**src/rtl/fp_pkg.sv**
```systemverilog
// Shared FP-unit constants, FSM state encoding and an fp32 operand unpack helper.
// Contents:
//   QBITS, QNAN32, BIAS       divider sizing and IEEE constants
//   FLAG_*                    bit positions inside the 5-bit {NV,OF,UF,DZ,NX} flag word
//   state_e                   fdiv_iter sequencer states
//   unpack32()                fp32 -> {24-bit normalized mantissa, 10-bit signed exponent}
package fp_pkg;

  localparam int unsigned QBITS  = 27;
  localparam logic [31:0] QNAN32 = 32'h7FC0_0000;
  localparam int          BIAS   = 127;

  localparam int unsigned FLAG_NV = 4;
  localparam int unsigned FLAG_OF = 3;
  localparam int unsigned FLAG_UF = 2;
  localparam int unsigned FLAG_DZ = 1;
  localparam int unsigned FLAG_NX = 0;

  typedef enum logic [1:0] {StIdle, StDiv, StRound, StDone} state_e;

  typedef struct packed {
    logic        [23:0] mant;
    logic signed [9:0]  exp;
  } unpk_t;

  // Subnormals have no hidden bit; shift the leading one up to bit 23 and
  // lower the exponent to match so the divider always sees a normalized value.
  function automatic unpk_t unpack32(input logic [31:0] x);
    unpk_t       u;
    logic [23:0] m;
    int          lz;
    if (x[30:23] != 8'd0) begin
      u.mant = {1'b1, x[22:0]};
      u.exp  = {2'b00, x[30:23]};
    end else begin
      m  = {1'b0, x[22:0]};
      lz = 0;
      for (int i = 0; i < 24; i++) begin
        if (m[i]) lz = 23 - i;
      end
      u.mant = m << lz;
      u.exp  = 10'(1 - lz);
    end
    return u;
  endfunction

endpackage

```
**src/rtl/fdiv_core.sv**
```systemverilog
// Restoring mantissa divider: one quotient bit per step, QBITS steps per divide.
// Ports:
//   i_clk, i_rst    clock, synchronous active-high reset
//   i_load          load dividend/divisor, clear quotient and step counter
//   i_step          produce one quotient bit
//   i_f_a, i_f_b    normalized 24-bit mantissas (bit 23 set)
//   o_q             quotient, MSB = integer bit
//   o_rem           partial remainder (nonzero means more quotient bits exist)
//   o_last          the current step is the final one
module fdiv_core import fp_pkg::*; (
  input  logic             i_clk,
  input  logic             i_rst,
  input  logic             i_load,
  input  logic             i_step,
  input  logic [23:0]      i_f_a,
  input  logic [23:0]      i_f_b,
  output logic [QBITS-1:0] o_q,
  output logic [24:0]      o_rem,
  output logic             o_last
);

  localparam int unsigned CntW = $clog2(QBITS);

  logic [23:0]      r_fb;
  logic [QBITS-1:0] r_q;
  logic [24:0]      r_rem;
  logic [CntW-1:0]  r_cnt;
  logic             w_ge;
  logic [23:0]      w_diff;

  // rem < 2*f_b always holds, so after a subtract-or-keep it fits in 24 bits
  assign w_ge   = r_rem >= {1'b0, r_fb};
  assign w_diff = w_ge ? 24'(r_rem - {1'b0, r_fb}) : r_rem[23:0];

  always_ff @(posedge i_clk) begin
    if (i_rst) begin
      r_fb  <= '0;
      r_q   <= '0;
      r_rem <= '0;
      r_cnt <= '0;
    end else if (i_load) begin
      r_fb  <= i_f_b;
      r_q   <= '0;
      r_rem <= {1'b0, i_f_a};
      r_cnt <= '0;
    end else if (i_step) begin
      r_q   <= {r_q[QBITS-2:0], w_ge};
      r_rem <= {w_diff, 1'b0};
      r_cnt <= r_cnt + 1'b1;
    end
  end

  assign o_q    = r_q;
  assign o_rem  = r_rem;
  assign o_last = (r_cnt == CntW'(QBITS - 1));

endmodule

```
**src/rtl/fp16_32.sv**
```systemverilog
// fp16 -> fp32 widening converter (exact). fp16 subnormals become fp32 normals.
// Ports:
//   i_h  fp16 input word
//   o_f  fp32 output word
module fp16_32 (
  input  logic [15:0] i_h,
  output logic [31:0] o_f
);

  always_comb begin
    int p;
    p = 0;
    // position of the leading one in a subnormal mantissa
    for (int i = 0; i < 10; i++) begin
      if (i_h[i]) p = i;
    end
    if (i_h[14:10] == 5'h1F) begin
      o_f = {i_h[15], 8'hFF, i_h[9:0], 13'd0};
    end else if (i_h[14:10] == 5'd0) begin
      if (i_h[9:0] == 10'd0) begin
        o_f = {i_h[15], 31'd0};
      end else begin
        // value = 1.f * 2^(p-24); the leading one is shifted out as the hidden bit
        o_f = {i_h[15], 8'(p + 103), 23'({i_h[9:0], 13'd0} << (10 - p))};
      end
    end else begin
      o_f = {i_h[15], 8'(i_h[14:10]) + 8'd112, i_h[9:0], 13'd0};
    end
  end

endmodule

```
**src/rtl/fp32_16.sv**
```systemverilog
// fp32 -> fp16 narrowing converter. Rounds RNE or truncates; no subnormal outputs.
// Ports:
//   i_f    fp32 input word
//   i_rne  1 = round-to-nearest-even, 0 = truncate
//   o_h    fp16 output word
//   o_of   finite input overflowed to inf
//   o_uf   finite input flushed to zero
//   o_nx   result inexact
module fp32_16 (
  input  logic [31:0] i_f,
  input  logic        i_rne,
  output logic [15:0] o_h,
  output logic        o_of,
  output logic        o_uf,
  output logic        o_nx
);

  logic               w_g;
  logic               w_st;
  logic               w_inc;
  logic [10:0]        w_sum;
  logic signed [9:0]  w_e;

  assign w_g   = i_f[12];
  assign w_st  = |i_f[11:0];
  assign w_inc = i_rne & w_g & (w_st | i_f[13]);
  assign w_sum = {1'b0, i_f[22:13]} + 11'(w_inc);
  // rebias 127 -> 15, plus one on mantissa carry-out
  assign w_e   = $signed({2'b00, i_f[30:23]}) - 10'sd112 + (w_sum[10] ? 10'sd1 : 10'sd0);

  always_comb begin
    o_h  = '0;
    o_of = 1'b0;
    o_uf = 1'b0;
    o_nx = 1'b0;
    if (&i_f[30:23]) begin
      o_h = (|i_f[22:0]) ? 16'h7E00 : {i_f[31], 5'h1F, 10'd0};
    end else if (i_f[30:23] == 8'd0) begin
      o_h = {i_f[31], 15'd0};
    end else begin
      o_nx = w_g | w_st;
      if (w_e >= 10'sd31) begin
        o_h  = {i_f[31], 5'h1F, 10'd0};
        o_of = 1'b1;
        o_nx = 1'b1;
      end else if (w_e <= 10'sd0) begin
        o_h  = {i_f[31], 15'd0};
        o_uf = 1'b1;
        o_nx = 1'b1;
      end else begin
        o_h = {i_f[31], w_e[4:0], w_sum[9:0]};
      end
    end
  end

endmodule

```
**src/rtl/fdiv_iter.sv**
```systemverilog
// Multi-cycle IEEE-754 divider (fp32 or fp16), result = op_a / op_b.
// Ports:
//   i_clk, i_rst        clock, synchronous active-high reset (abandons any operation)
//   i_start             request, sampled only when not busy
//   i_op_a, i_op_b      operands; fp16 mode uses [15:0]
//   i_round_mode        1 = RNE, 0 = truncate
//   i_mode_fp           1 = fp32, 0 = fp16
//   o_busy              high from accept to end of rounding
//   o_done              one-cycle pulse, result/flags valid
//   o_result            fp32 word or {16'b0, fp16}; held until next completion
//   o_flags             {NV,OF,UF,DZ,NX}
module fdiv_iter import fp_pkg::*; (
  input  logic        i_clk,
  input  logic        i_rst,
  input  logic        i_start,
  input  logic [31:0] i_op_a,
  input  logic [31:0] i_op_b,
  input  logic        i_round_mode,
  input  logic        i_mode_fp,
  output logic        o_busy,
  output logic        o_done,
  output logic [31:0] o_result,
  output logic [4:0]  o_flags
);

  state_e             r_state;
  logic               r_sign;
  logic signed [9:0]  r_exp;
  logic               r_rne;
  logic               r_fp32;

  // operand conversion and classification (on the accept edge)
  logic [31:0] w_a16_32, w_b16_32, w_a32, w_b32;
  logic        w_a_nan, w_a_inf, w_a_zero, w_b_nan, w_b_inf, w_b_zero;
  logic        w_sign, w_nv, w_dz, w_special, w_accept;
  unpk_t       w_ua, w_ub;
  logic signed [9:0] w_exp;
  logic [31:0] w_spec32;
  logic [4:0]  w_spec_fl;

  fp16_32 u_cvt_a (.i_h(i_op_a[15:0]), .o_f(w_a16_32));
  fp16_32 u_cvt_b (.i_h(i_op_b[15:0]), .o_f(w_b16_32));

  assign w_a32    = i_mode_fp ? i_op_a : w_a16_32;
  assign w_b32    = i_mode_fp ? i_op_b : w_b16_32;
  assign w_a_nan  = (&w_a32[30:23]) & (|w_a32[22:0]);
  assign w_a_inf  = (&w_a32[30:23]) & ~(|w_a32[22:0]);
  assign w_a_zero = ~(|w_a32[30:0]);
  assign w_b_nan  = (&w_b32[30:23]) & (|w_b32[22:0]);
  assign w_b_inf  = (&w_b32[30:23]) & ~(|w_b32[22:0]);
  assign w_b_zero = ~(|w_b32[30:0]);
  assign w_sign   = w_a32[31] ^ w_b32[31];

  assign w_nv      = w_a_nan | w_b_nan | (w_a_inf & w_b_inf) | (w_a_zero & w_b_zero);
  assign w_dz      = w_b_zero & ~w_a_zero & ~w_a_inf;
  assign w_special = w_nv | w_dz | w_a_inf | w_a_zero | w_b_inf;
  assign w_accept  = i_start & ((r_state == StIdle) | (r_state == StDone));

  assign w_ua  = unpack32(w_a32);
  assign w_ub  = unpack32(w_b32);
  assign w_exp = w_ua.exp - w_ub.exp + 10'(BIAS);

  always_comb begin
    w_spec32  = {w_sign, 31'd0};
    w_spec_fl = '0;
    if (w_nv) begin
      w_spec32           = QNAN32;
      w_spec_fl[FLAG_NV] = 1'b1;
    end else if (w_dz) begin
      w_spec32           = {w_sign, 8'hFF, 23'd0};
      w_spec_fl[FLAG_DZ] = 1'b1;
    end else if (w_a_inf) begin
      w_spec32 = {w_sign, 8'hFF, 23'd0};
    end
  end

  // mantissa divider
  logic [QBITS-1:0] w_q;
  logic [24:0]      w_rem;
  logic             w_last;

  fdiv_core u_core (
    .i_clk  (i_clk),
    .i_rst  (i_rst),
    .i_load (w_accept),
    .i_step (r_state == StDiv),
    .i_f_a  (w_ua.mant),
    .i_f_b  (w_ub.mant),
    .o_q    (w_q),
    .o_rem  (w_rem),
    .o_last (w_last)
  );

  // normalize, round, range-check
  logic [25:0]       w_norm;
  logic signed [9:0] w_e1, w_e2;
  logic              w_g, w_r, w_s, w_inc;
  logic [24:0]       w_sum;
  logic [22:0]       w_frac;
  logic [31:0]       w_rnd32;
  logic [4:0]        w_rnd_fl;

  // hidden bit is implicit in w_norm; quotient < 1 means one more shift
  assign w_norm = w_q[26] ? w_q[25:0] : {w_q[24:0], 1'b0};
  assign w_e1   = w_q[26] ? r_exp : r_exp - 10'sd1;
  assign w_g    = w_norm[2];
  assign w_r    = w_norm[1];
  assign w_s    = w_norm[0] | (|w_rem);
  assign w_inc  = r_rne & w_g & (w_r | w_s | w_norm[3]);
  assign w_sum  = {2'b01, w_norm[25:3]} + 25'(w_inc);
  assign w_frac = w_sum[24] ? w_sum[23:1] : w_sum[22:0];
  assign w_e2   = w_sum[24] ? w_e1 + 10'sd1 : w_e1;

  always_comb begin
    w_rnd32           = {r_sign, w_e2[7:0], w_frac};
    w_rnd_fl          = '0;
    w_rnd_fl[FLAG_NX] = w_g | w_r | w_s;
    if (w_e2 >= 10'sd255) begin
      w_rnd32           = {r_sign, 8'hFF, 23'd0};
      w_rnd_fl[FLAG_OF] = 1'b1;
      w_rnd_fl[FLAG_NX] = 1'b1;
    end else if (w_e2 <= 10'sd0) begin
      w_rnd32           = {r_sign, 31'd0};
      w_rnd_fl[FLAG_UF] = 1'b1;
      w_rnd_fl[FLAG_NX] = 1'b1;
    end
  end

  // one output converter shared by the special path (accept edge) and the ROUND state
  logic        w_in_round, w_fin_fp32, w_fin_rne;
  logic [31:0] w_fin32, w_out_res;
  logic [4:0]  w_fin_fl, w_out_fl;
  logic [15:0] w_h;
  logic        w_h_of, w_h_uf, w_h_nx;

  assign w_in_round = (r_state == StRound);
  assign w_fin32    = w_in_round ? w_rnd32  : w_spec32;
  assign w_fin_fl   = w_in_round ? w_rnd_fl : w_spec_fl;
  assign w_fin_fp32 = w_in_round ? r_fp32   : i_mode_fp;
  assign w_fin_rne  = w_in_round ? r_rne    : i_round_mode;

  fp32_16 u_cvt_out (
    .i_f   (w_fin32),
    .i_rne (w_fin_rne),
    .o_h   (w_h),
    .o_of  (w_h_of),
    .o_uf  (w_h_uf),
    .o_nx  (w_h_nx)
  );

  assign w_out_res = w_fin_fp32 ? w_fin32  : {16'd0, w_h};
  assign w_out_fl  = w_fin_fp32 ? w_fin_fl : w_fin_fl | {1'b0, w_h_of, w_h_uf, 1'b0, w_h_nx};

  always_ff @(posedge i_clk) begin
    if (i_rst) begin
      r_state  <= StIdle;
      r_sign   <= 1'b0;
      r_exp    <= '0;
      r_rne    <= 1'b0;
      r_fp32   <= 1'b0;
      o_busy   <= 1'b0;
      o_done   <= 1'b0;
      o_result <= '0;
      o_flags  <= '0;
    end else begin
      o_done <= 1'b0;
      case (r_state)
        StIdle, StDone: begin
          if (w_accept) begin
            r_sign <= w_sign;
            r_exp  <= w_exp;
            r_rne  <= i_round_mode;
            r_fp32 <= i_mode_fp;
            if (w_special) begin
              r_state  <= StDone;
              o_done   <= 1'b1;
              o_result <= w_out_res;
              o_flags  <= w_out_fl;
            end else begin
              r_state <= StDiv;
              o_busy  <= 1'b1;
            end
          end else begin
            r_state <= StIdle;
          end
        end
        StDiv: begin
          if (w_last) r_state <= StRound;
        end
        StRound: begin
          r_state  <= StDone;
          o_busy   <= 1'b0;
          o_done   <= 1'b1;
          o_result <= w_out_res;
          o_flags  <= w_out_fl;
        end
        default: r_state <= StIdle;
      endcase
    end
  end

endmodule

```
**config.mk**
```make
export PLATFORM = sky130hd
export DESIGN_NAME = fdiv_iter
export DESIGN_NICKNAME = d
export VERILOG_FILES = /design/src/rtl/fp_pkg.sv /design/src/rtl/fdiv_core.sv /design/src/rtl/fp16_32.sv /design/src/rtl/fp32_16.sv /design/src/rtl/fdiv_iter.sv
export SDC_FILE = /design/constraint.sdc
export NUM_CORES = 1
export LEC_CHECK = 0
export ABC_AREA = 1
export BUFFER_PORTS_ARGS = -buffer_cell sky130_fd_sc_hd__buf_2
export CORE_MARGIN = 2
export CORE_UTILIZATION = 30
export DETAILED_ROUTE_END_ITERATION = 16
export SLEW_MARGIN = 20
export SYNTH_ARGS = -nofsm -noshare
export SYNTH_HDL_FRONTEND = slang
export SYNTH_SLANG_ARGS = --single-unit
```
**constraint.sdc**
```tcl
create_clock -name i_clk -period 16.2 [get_ports i_clk]
set_clock_uncertainty 0.05 [all_clocks]
set_input_delay 4.05 -clock i_clk [delete_from_list [all_inputs] [get_ports i_clk]]
set_output_delay 4.05 -clock i_clk [all_outputs]
set_load 0.01 [all_outputs]
```
# Yosys cells after proc, flatten, opt, wreduce, memory -nomap -nowiden
# Cells that the tools add are included.
[totals]
register_bits = 135
output_inout_bits = 39
elab_cells = 246
[op_classes]
add_sub_neg = 18
magnitude_cmp = 5
eq_ne = 10
n_shift = 4
muxes = 135
bitwise_logic = 35
n_reduce_logical = 25
[op_table]
columns = ["operator", "count"]
rows = [
  ["$mux W32", 53],
  ["$mux W31", 10],
  ["$mux W24", 3],
  ["$reduce_or A23 Y1", 3],
  ["$mux W34", 2],
  ["$pmux W32 S2", 1],
  ["$shl A23 B32 Y23", 2],
  ["$shl A23 B32 Y24", 2],
  ["$reduce_or A31 Y1", 2],
  ["$mux W15", 3],
  ["$mux W16", 2],
  ["$mux W5", 6],
  ["$mux W1", 28],
  ["$mux W26", 1],
  ["$add A24 B1 Y25", 1],
  ["$ge A25 B24 Y1", 1],
  ["$reduce_or A25 Y1", 1],
  ["$mux W3", 8],
  ["$reduce_and A8 Y1", 3],
  ["$sub A24 B24 Y24", 1],
  ["$mux W23", 1],
  ["$le A10 B1 Y1 const B", 2],
  ["$logic_not A10 Y1", 2],
  ["$mux W10", 2],
  ["38 further kinds", 92],
]

# Longest topological paths before layout
[depth]
word_depth = 43
ltp_mapped = 49

# Hierarchy
# From an unflattened synthesis, not the netlist that was laid out.
[unflattened]
hier_cells = 2980
hier_area_um2 = 17131.4
[modules_own_cells]
columns = ["module", "instances", "cells_per_inst", "area_per_inst_um2", "seq_area_each_um2"]
rows = [
  ["fdiv_iter", 1, 1659, 9102.5, 1081.0],
  ["fdiv_core", 1, 807, 5242.5, 1621.6],
  ["fp16_32", 2, 176, 955.9, 0.0],
  ["fp32_16", 1, 162, 874.6, 0.0],
]

# Least setup slack after synthesis
# OpenSTA, ideal clock, no wires.
[synth_timing]
path_type = "in2reg"
from = "input i_op_a[2]"
to = "register r_exp[9]"
setup_time_ps = 136
t_arrival_ps = 9211
setup_slack_ps = 6803
path_stages = 41
path_buffers = 3
path_cell_list = "inv_1 > nand2_1 > nand2_1 > nand2_1 > nand2_1 > nand2_1 > nand2_1 > nand2_2 > ha_1 > clkbuf_1 > clkinv_1 > nand3_1 > nand2_1 > nand2_1 > nand2_1 > o21ai_0 > nand2_1 > nor2_2 > [... 5 more ...] > nand2_1 > nand2_1 > ha_1 > fa_1 > a21oi_1 > nor2_1 > nor2_1 > nor2_1 > nor2_1 > inv_1 > a21oi_1 > nor2_1 > inv_1 > nand2_1 > a21oi_1 > xor2_1 > xor2_1 > o22ai_1"
[synth_via]
elab_chain_cells = 42
word_cells_on_any_way = 45
[synth_rtl]
columns = ["element", "line_no", "source"]
rows = [
  ["start: declaration", "fdiv_iter.sv:16", "input logic [31:0] i_op_a,"],
  ["$mux W2 (2 in a row)", "fp16_32.sv:15", "if (i_h[i]) p = i;"],
  ["$mux W3 (4 in a row)", "fp16_32.sv:15", ""],
  ["$mux W4 (2 in a row)", "fp16_32.sv:15", ""],
  ["$sub A4 B4 Y5", "fp16_32.sv:24", "o_f = {i_h[15], 8'(p + 103), 23'({i_h[9:0], 13'd0} << (10 - p))};"],
  ["$shl A23 B32 Y23", "fp16_32.sv:24", ""],
  ["$mux W31", "fp16_32.sv:20", "if (i_h[9:0] == 10'd0) begin"],
  ["$mux W31", "fp16_32.sv:19", "end else if (i_h[14:10] == 5'd0) begin"],
  ["$mux W31", "fp16_32.sv:17", "if (i_h[14:10] == 5'h1F) begin"],
  ["$mux W32 (*)", "fdiv_iter.sv:44", "assign w_a32 = i_mode_fp ? i_op_a : w_a16_32;"],
  ["$mux W5", "fp_pkg.sv:39", "if (m[i]) lz = 23 - i;"],
  ["$mux W32 (22 in a row)", "fp_pkg.sv:39", ""],
  ["$mux W32", "fp_pkg.sv:32", "if (x[30:23] != 8'd0) begin"],
  ["$sub A2 B10 Y10", "fp_pkg.sv:42", "u.exp = 10'(1 - lz);"],
  ["$mux W34 (*)", "fp_pkg.sv:32", ""],
  ["$sub A10 B10 Y10 (*)", "fdiv_iter.sv:61", "assign w_exp = w_ua.exp - w_ub.exp + 10'(BIAS);"],
  ["$add A10 B8 Y10 (*)", "fdiv_iter.sv:61", ""],
  ["end signal: assignment", "fdiv_iter.sv:171", "r_exp <= w_exp;"],
  ["end: declaration", "fdiv_iter.sv:28", "logic signed [9:0] r_exp;"],
]
# Every way passes the cells marked *; elsewhere a longest branch is shown, timed or not. The select of a mux whose other input is x is not followed.
# A chain may end at the register's enable or synchronous reset.

# Final worst setup path
[layout_timing]
from = "input i_op_b[3]"
to = "register r_exp[9]"
[layout_via]
elab_chain_cells = 41
word_cells_on_any_way = 44
[layout_rtl]
columns = ["element", "line_no", "source"]
rows = [
  ["start: declaration", "fdiv_iter.sv:17", "input logic [31:0] i_op_b,"],
  ["$mux W2", "fp16_32.sv:15", ""],
  ["$mux W3 (4 in a row)", "fp16_32.sv:15", ""],
  ["$mux W4 (2 in a row)", "fp16_32.sv:15", ""],
  ["$sub A4 B4 Y5", "fp16_32.sv:24", ""],
  ["$shl A23 B32 Y23", "fp16_32.sv:24", ""],
  ["$mux W31", "fp16_32.sv:20", ""],
  ["$mux W31", "fp16_32.sv:19", ""],
  ["$mux W31", "fp16_32.sv:17", ""],
  ["$mux W32 (*)", "fdiv_iter.sv:45", "assign w_b32 = i_mode_fp ? i_op_b : w_b16_32;"],
  ["$mux W5", "fp_pkg.sv:39", ""],
  ["$mux W32 (22 in a row)", "fp_pkg.sv:39", ""],
  ["$mux W32", "fp_pkg.sv:32", ""],
  ["$sub A2 B10 Y10", "fp_pkg.sv:42", ""],
  ["$mux W34 (*)", "fp_pkg.sv:32", ""],
  ["$sub A10 B10 Y10 (*)", "fdiv_iter.sv:61", ""],
  ["$add A10 B8 Y10 (*)", "fdiv_iter.sv:61", ""],
]
# Marks and branches as above.

==> qor.txt <==
Maximum net fanout on the critical path: 30
Yosys warning total: 0
Top post-synthesis cells by area: dfxtp_1, nand2_1, o21ai_0
Resized Gates After CTS: 0
Via density per instance: 5.342
Detail Route Antenna Nets: 0
Clock transition at the registers of the reported paths: 60 ps
Part of the Yosys area used for sequential elements: 0.1906
Min setup slack post-route: 5534 ps
Storage cell area: 2703 um2
Number of post-CTS setup repair buffers: 0
Post-route worst hold slack: 409.8 ps
Critical register-to-register path startpoint: u_core.o_q[26]
Cell depth of the worst flop-to-flop path: 38
Clock latency of the later-clocked register in the worst-skew pair: 430 ps
Finished Core Util: 0.3372
Initial core utilization: 0.3045
Antenna cell count: 0
Maximum number of pins on one net before global-route repair: 74
Proportion of register bits with asynchronous set or reset after synthesis: 0
Worst setup slack before clock tree synthesis: 5150 ps
Violation count after the first detailed-route iteration: 1638
Library cell with the highest instance count after synthesis: nand2_1
H-tree depth reported by CTS: 4
Area share of the largest cell type after synthesis: 0.1906
Peak clock frequency supported by timing: 93.75 MHz
Slowest cell on the critical path: xnor2_1
I/O pins: 108
Number of cells in the finished layout apart from fillers: 3108
Post-DR wirelength/cell: 16.47 um
Summed negative setup slack over all endpoints: 0 ps
CTS root buffer: clkbuf_16
Max Buffers Root-to-Sink: 2
Most frequent cell on the critical path: nand2_1
Register bit count reported by yosys: 135
Overall via count from detail_route: 16.60k
Clock sink count: 135
Worst path max stage delay: 670 ps
Actual slew at the worst max-slew pin: 1104 ps
Slew Limit Headroom: 0.2615
CP endpoint kind: flip-flop
Unrepaired setup endpoints after global routing: false
End point of the critical path: r_exp[9]
P&R area growth vs syn: 10.71%
Area of the placeable core: 46560 um2
Cell Area, Synth: 14180 um2
Via count of the first global-routing pass: 15.31k
Filler cell count in the final layout: 5092
Port Buffers: 107
Critical path class: in2reg
Total setup violations reported at the end of the flow: 0
Reg2reg end: o_result[8]
Sum of overflow across all layers after global routing: 0
Fraction of layout instances using a drive strength above 1: 0.09276
Most used DFF post-synth: dfxtp_1
Number of rows in the core area: 79
Reg2reg setup slack: 8980 ps
Count of pins over their slew limit: 0
DRC violation count after routing: 0
Total routing resource utilization after global routing: 0.2035
Die Height: 221.4 um
Total Die Area: 49020 um2
Mean cell area of the mapped netlist: 5.778 um2
Number of antenna violations at the first check in global routing: 0
Area of the multi-input gates: 9982 um2
First-pass iteration count of the detailed router: 8
Final critical-path share of the clock period: 0.6584
Number of buffers added to fix hold violations after cts: 0
Origin of the worst setup path: i_op_b[3]
Endpoint required time on the critical path: 16450 ps
Num CTS Buffers: 17
Maximum resistive drop on vdd: 103.0 uV
Number of synthesized flops with an enable pin: 0
Routed Wire Length: 51.18 mm
Cell leakage power: 6.955 nW
Max-capacitance violation count: 0
Chip Width: 221.4 um
Syn_nets: 2587
Library cells used by synthesis: 63
PwrDens: 145.0 nW/um2
TritonCTS clock tree: yes
Final period demand of the worst path: 10670 ps
Count of nets after finishing: 2622
First-pass GRT wire length: 82.32 mm
Placed Cells incl. Taps: 3077
Syn Inst Count: 2454
Path class of the lowest-slack min-delay path: reg2reg
Detailed Place HPWL: 40.13 mm
Final weighted congestion in routability-driven placement: 0.9526
Final hold violation count: 0
Area leader, netlist: dfxtp_1
Ranking of synthesized cells by instance count: nand2_1, inv_1, o21ai_0
Result of the run: finished, final reports clean
Arrival @ worst endpoint: 10910 ps
Startpoint type of the worst setup path: primary input
[layer usage]
metal / vias to the layer above / global-route usage / share of wire
li1: 8296 / - / -
met1: 7582 / 0.2796 / 0.46
met2: 630 / 0.3273 / 0.44
met3: 94 / 0.02961 / 0.067
met4: 0 / 0.06322 / 0.028
met5: - / 0 / 0
[where the power goes]
part | internal [mW] | switching, mW
logic | 0.463 | 0.970
registers | 0.411 | 0.0586
clock network | 0.221 | 0.152
[per-stage QoR]
| stage | instance area [um2] | power [mW] |
|---|---|---|
| after floorplan | 14180 | 1.518 |
| after global placement | 15150 | 1.859 |
| after detailed placement | 15150 | 1.872 |
| after CTS | 15700 | 2.253 |
| after global routing | 15700 | 2.470 |
| final | 15700 | 2.276 |
[how the worst min path moves through the flow]
stage / start / to / slack (ps) / cells past startpoint
3_3_place_gp: o_flags[4] / o_flags[4] / 400 / 2
6_report: o_flags[4] / o_flags[4] / 410 / 2
4_1_cts: o_flags[4] / o_flags[4] / 410 / 2
2_1_floorplan: r_sign / r_sign / 400 / 2
5_1_grt: o_result[12] / o_result[12] / 440 / 2
3_5_place_dp: o_flags[4] / o_flags[4] / 400 / 2
[cell type report]
type,count,share of cell area
clock buffer,23,0.03045
clock inverter,8,0.004703
inverter,279,0.06711
multi-input combinational,1934,0.6359
sequential,135,0.1722
tap,607,0.04838
timing repair buffer,122,0.04129
[critical path: cells and delay by family]
kind	cells	cell delay, ps
and+or+nand+nor	21	2280
buffers and inverters	7	1290
AOI/OAI and AO/OA	7	1180
adders and majority gates	4	1110
xor gates and xnor gates	3	1010
[kinds of logic (layout without fill, tap and decap cells)]
group           count (synthesis)  count (layout)  share of synthesized area
compound gates                640             640                     0.2541
xor+xnor                       56              56                    0.03512
fa+ha+maj                      64              64                    0.05754
buf+inv                       385             432                     0.1057
flops                         135             135                     0.1906
mux                             6               6                   0.004236
simple gates                 1168            1168                     0.3526
[sequential cells by signal, indices dropped and copies added (netlist names)]
name and flops:
r_fp32 1, o_done 1, o_flags 5, r_sign 1
u_core.r_cnt 5, r_exp 10, u_core.r_fb 24, r_state 2
u_core.o_q 27, r_rne 1, o_result 32, o_busy 1
u_core.o_rem 25
[placed cells by master, fill, tap and decap left out, drive strengths merged, types with 37 or more instances in the layout]
cell / n
nand2: 682
o21ai: 275
inv: 268
a21oi: 221
nor2: 215
nand3: 153
dfxtp: 135
buf: 122
ha: 62
o211ai: 39
xor2: 37
No activity file was read; power rests on OpenSTA's default activity.
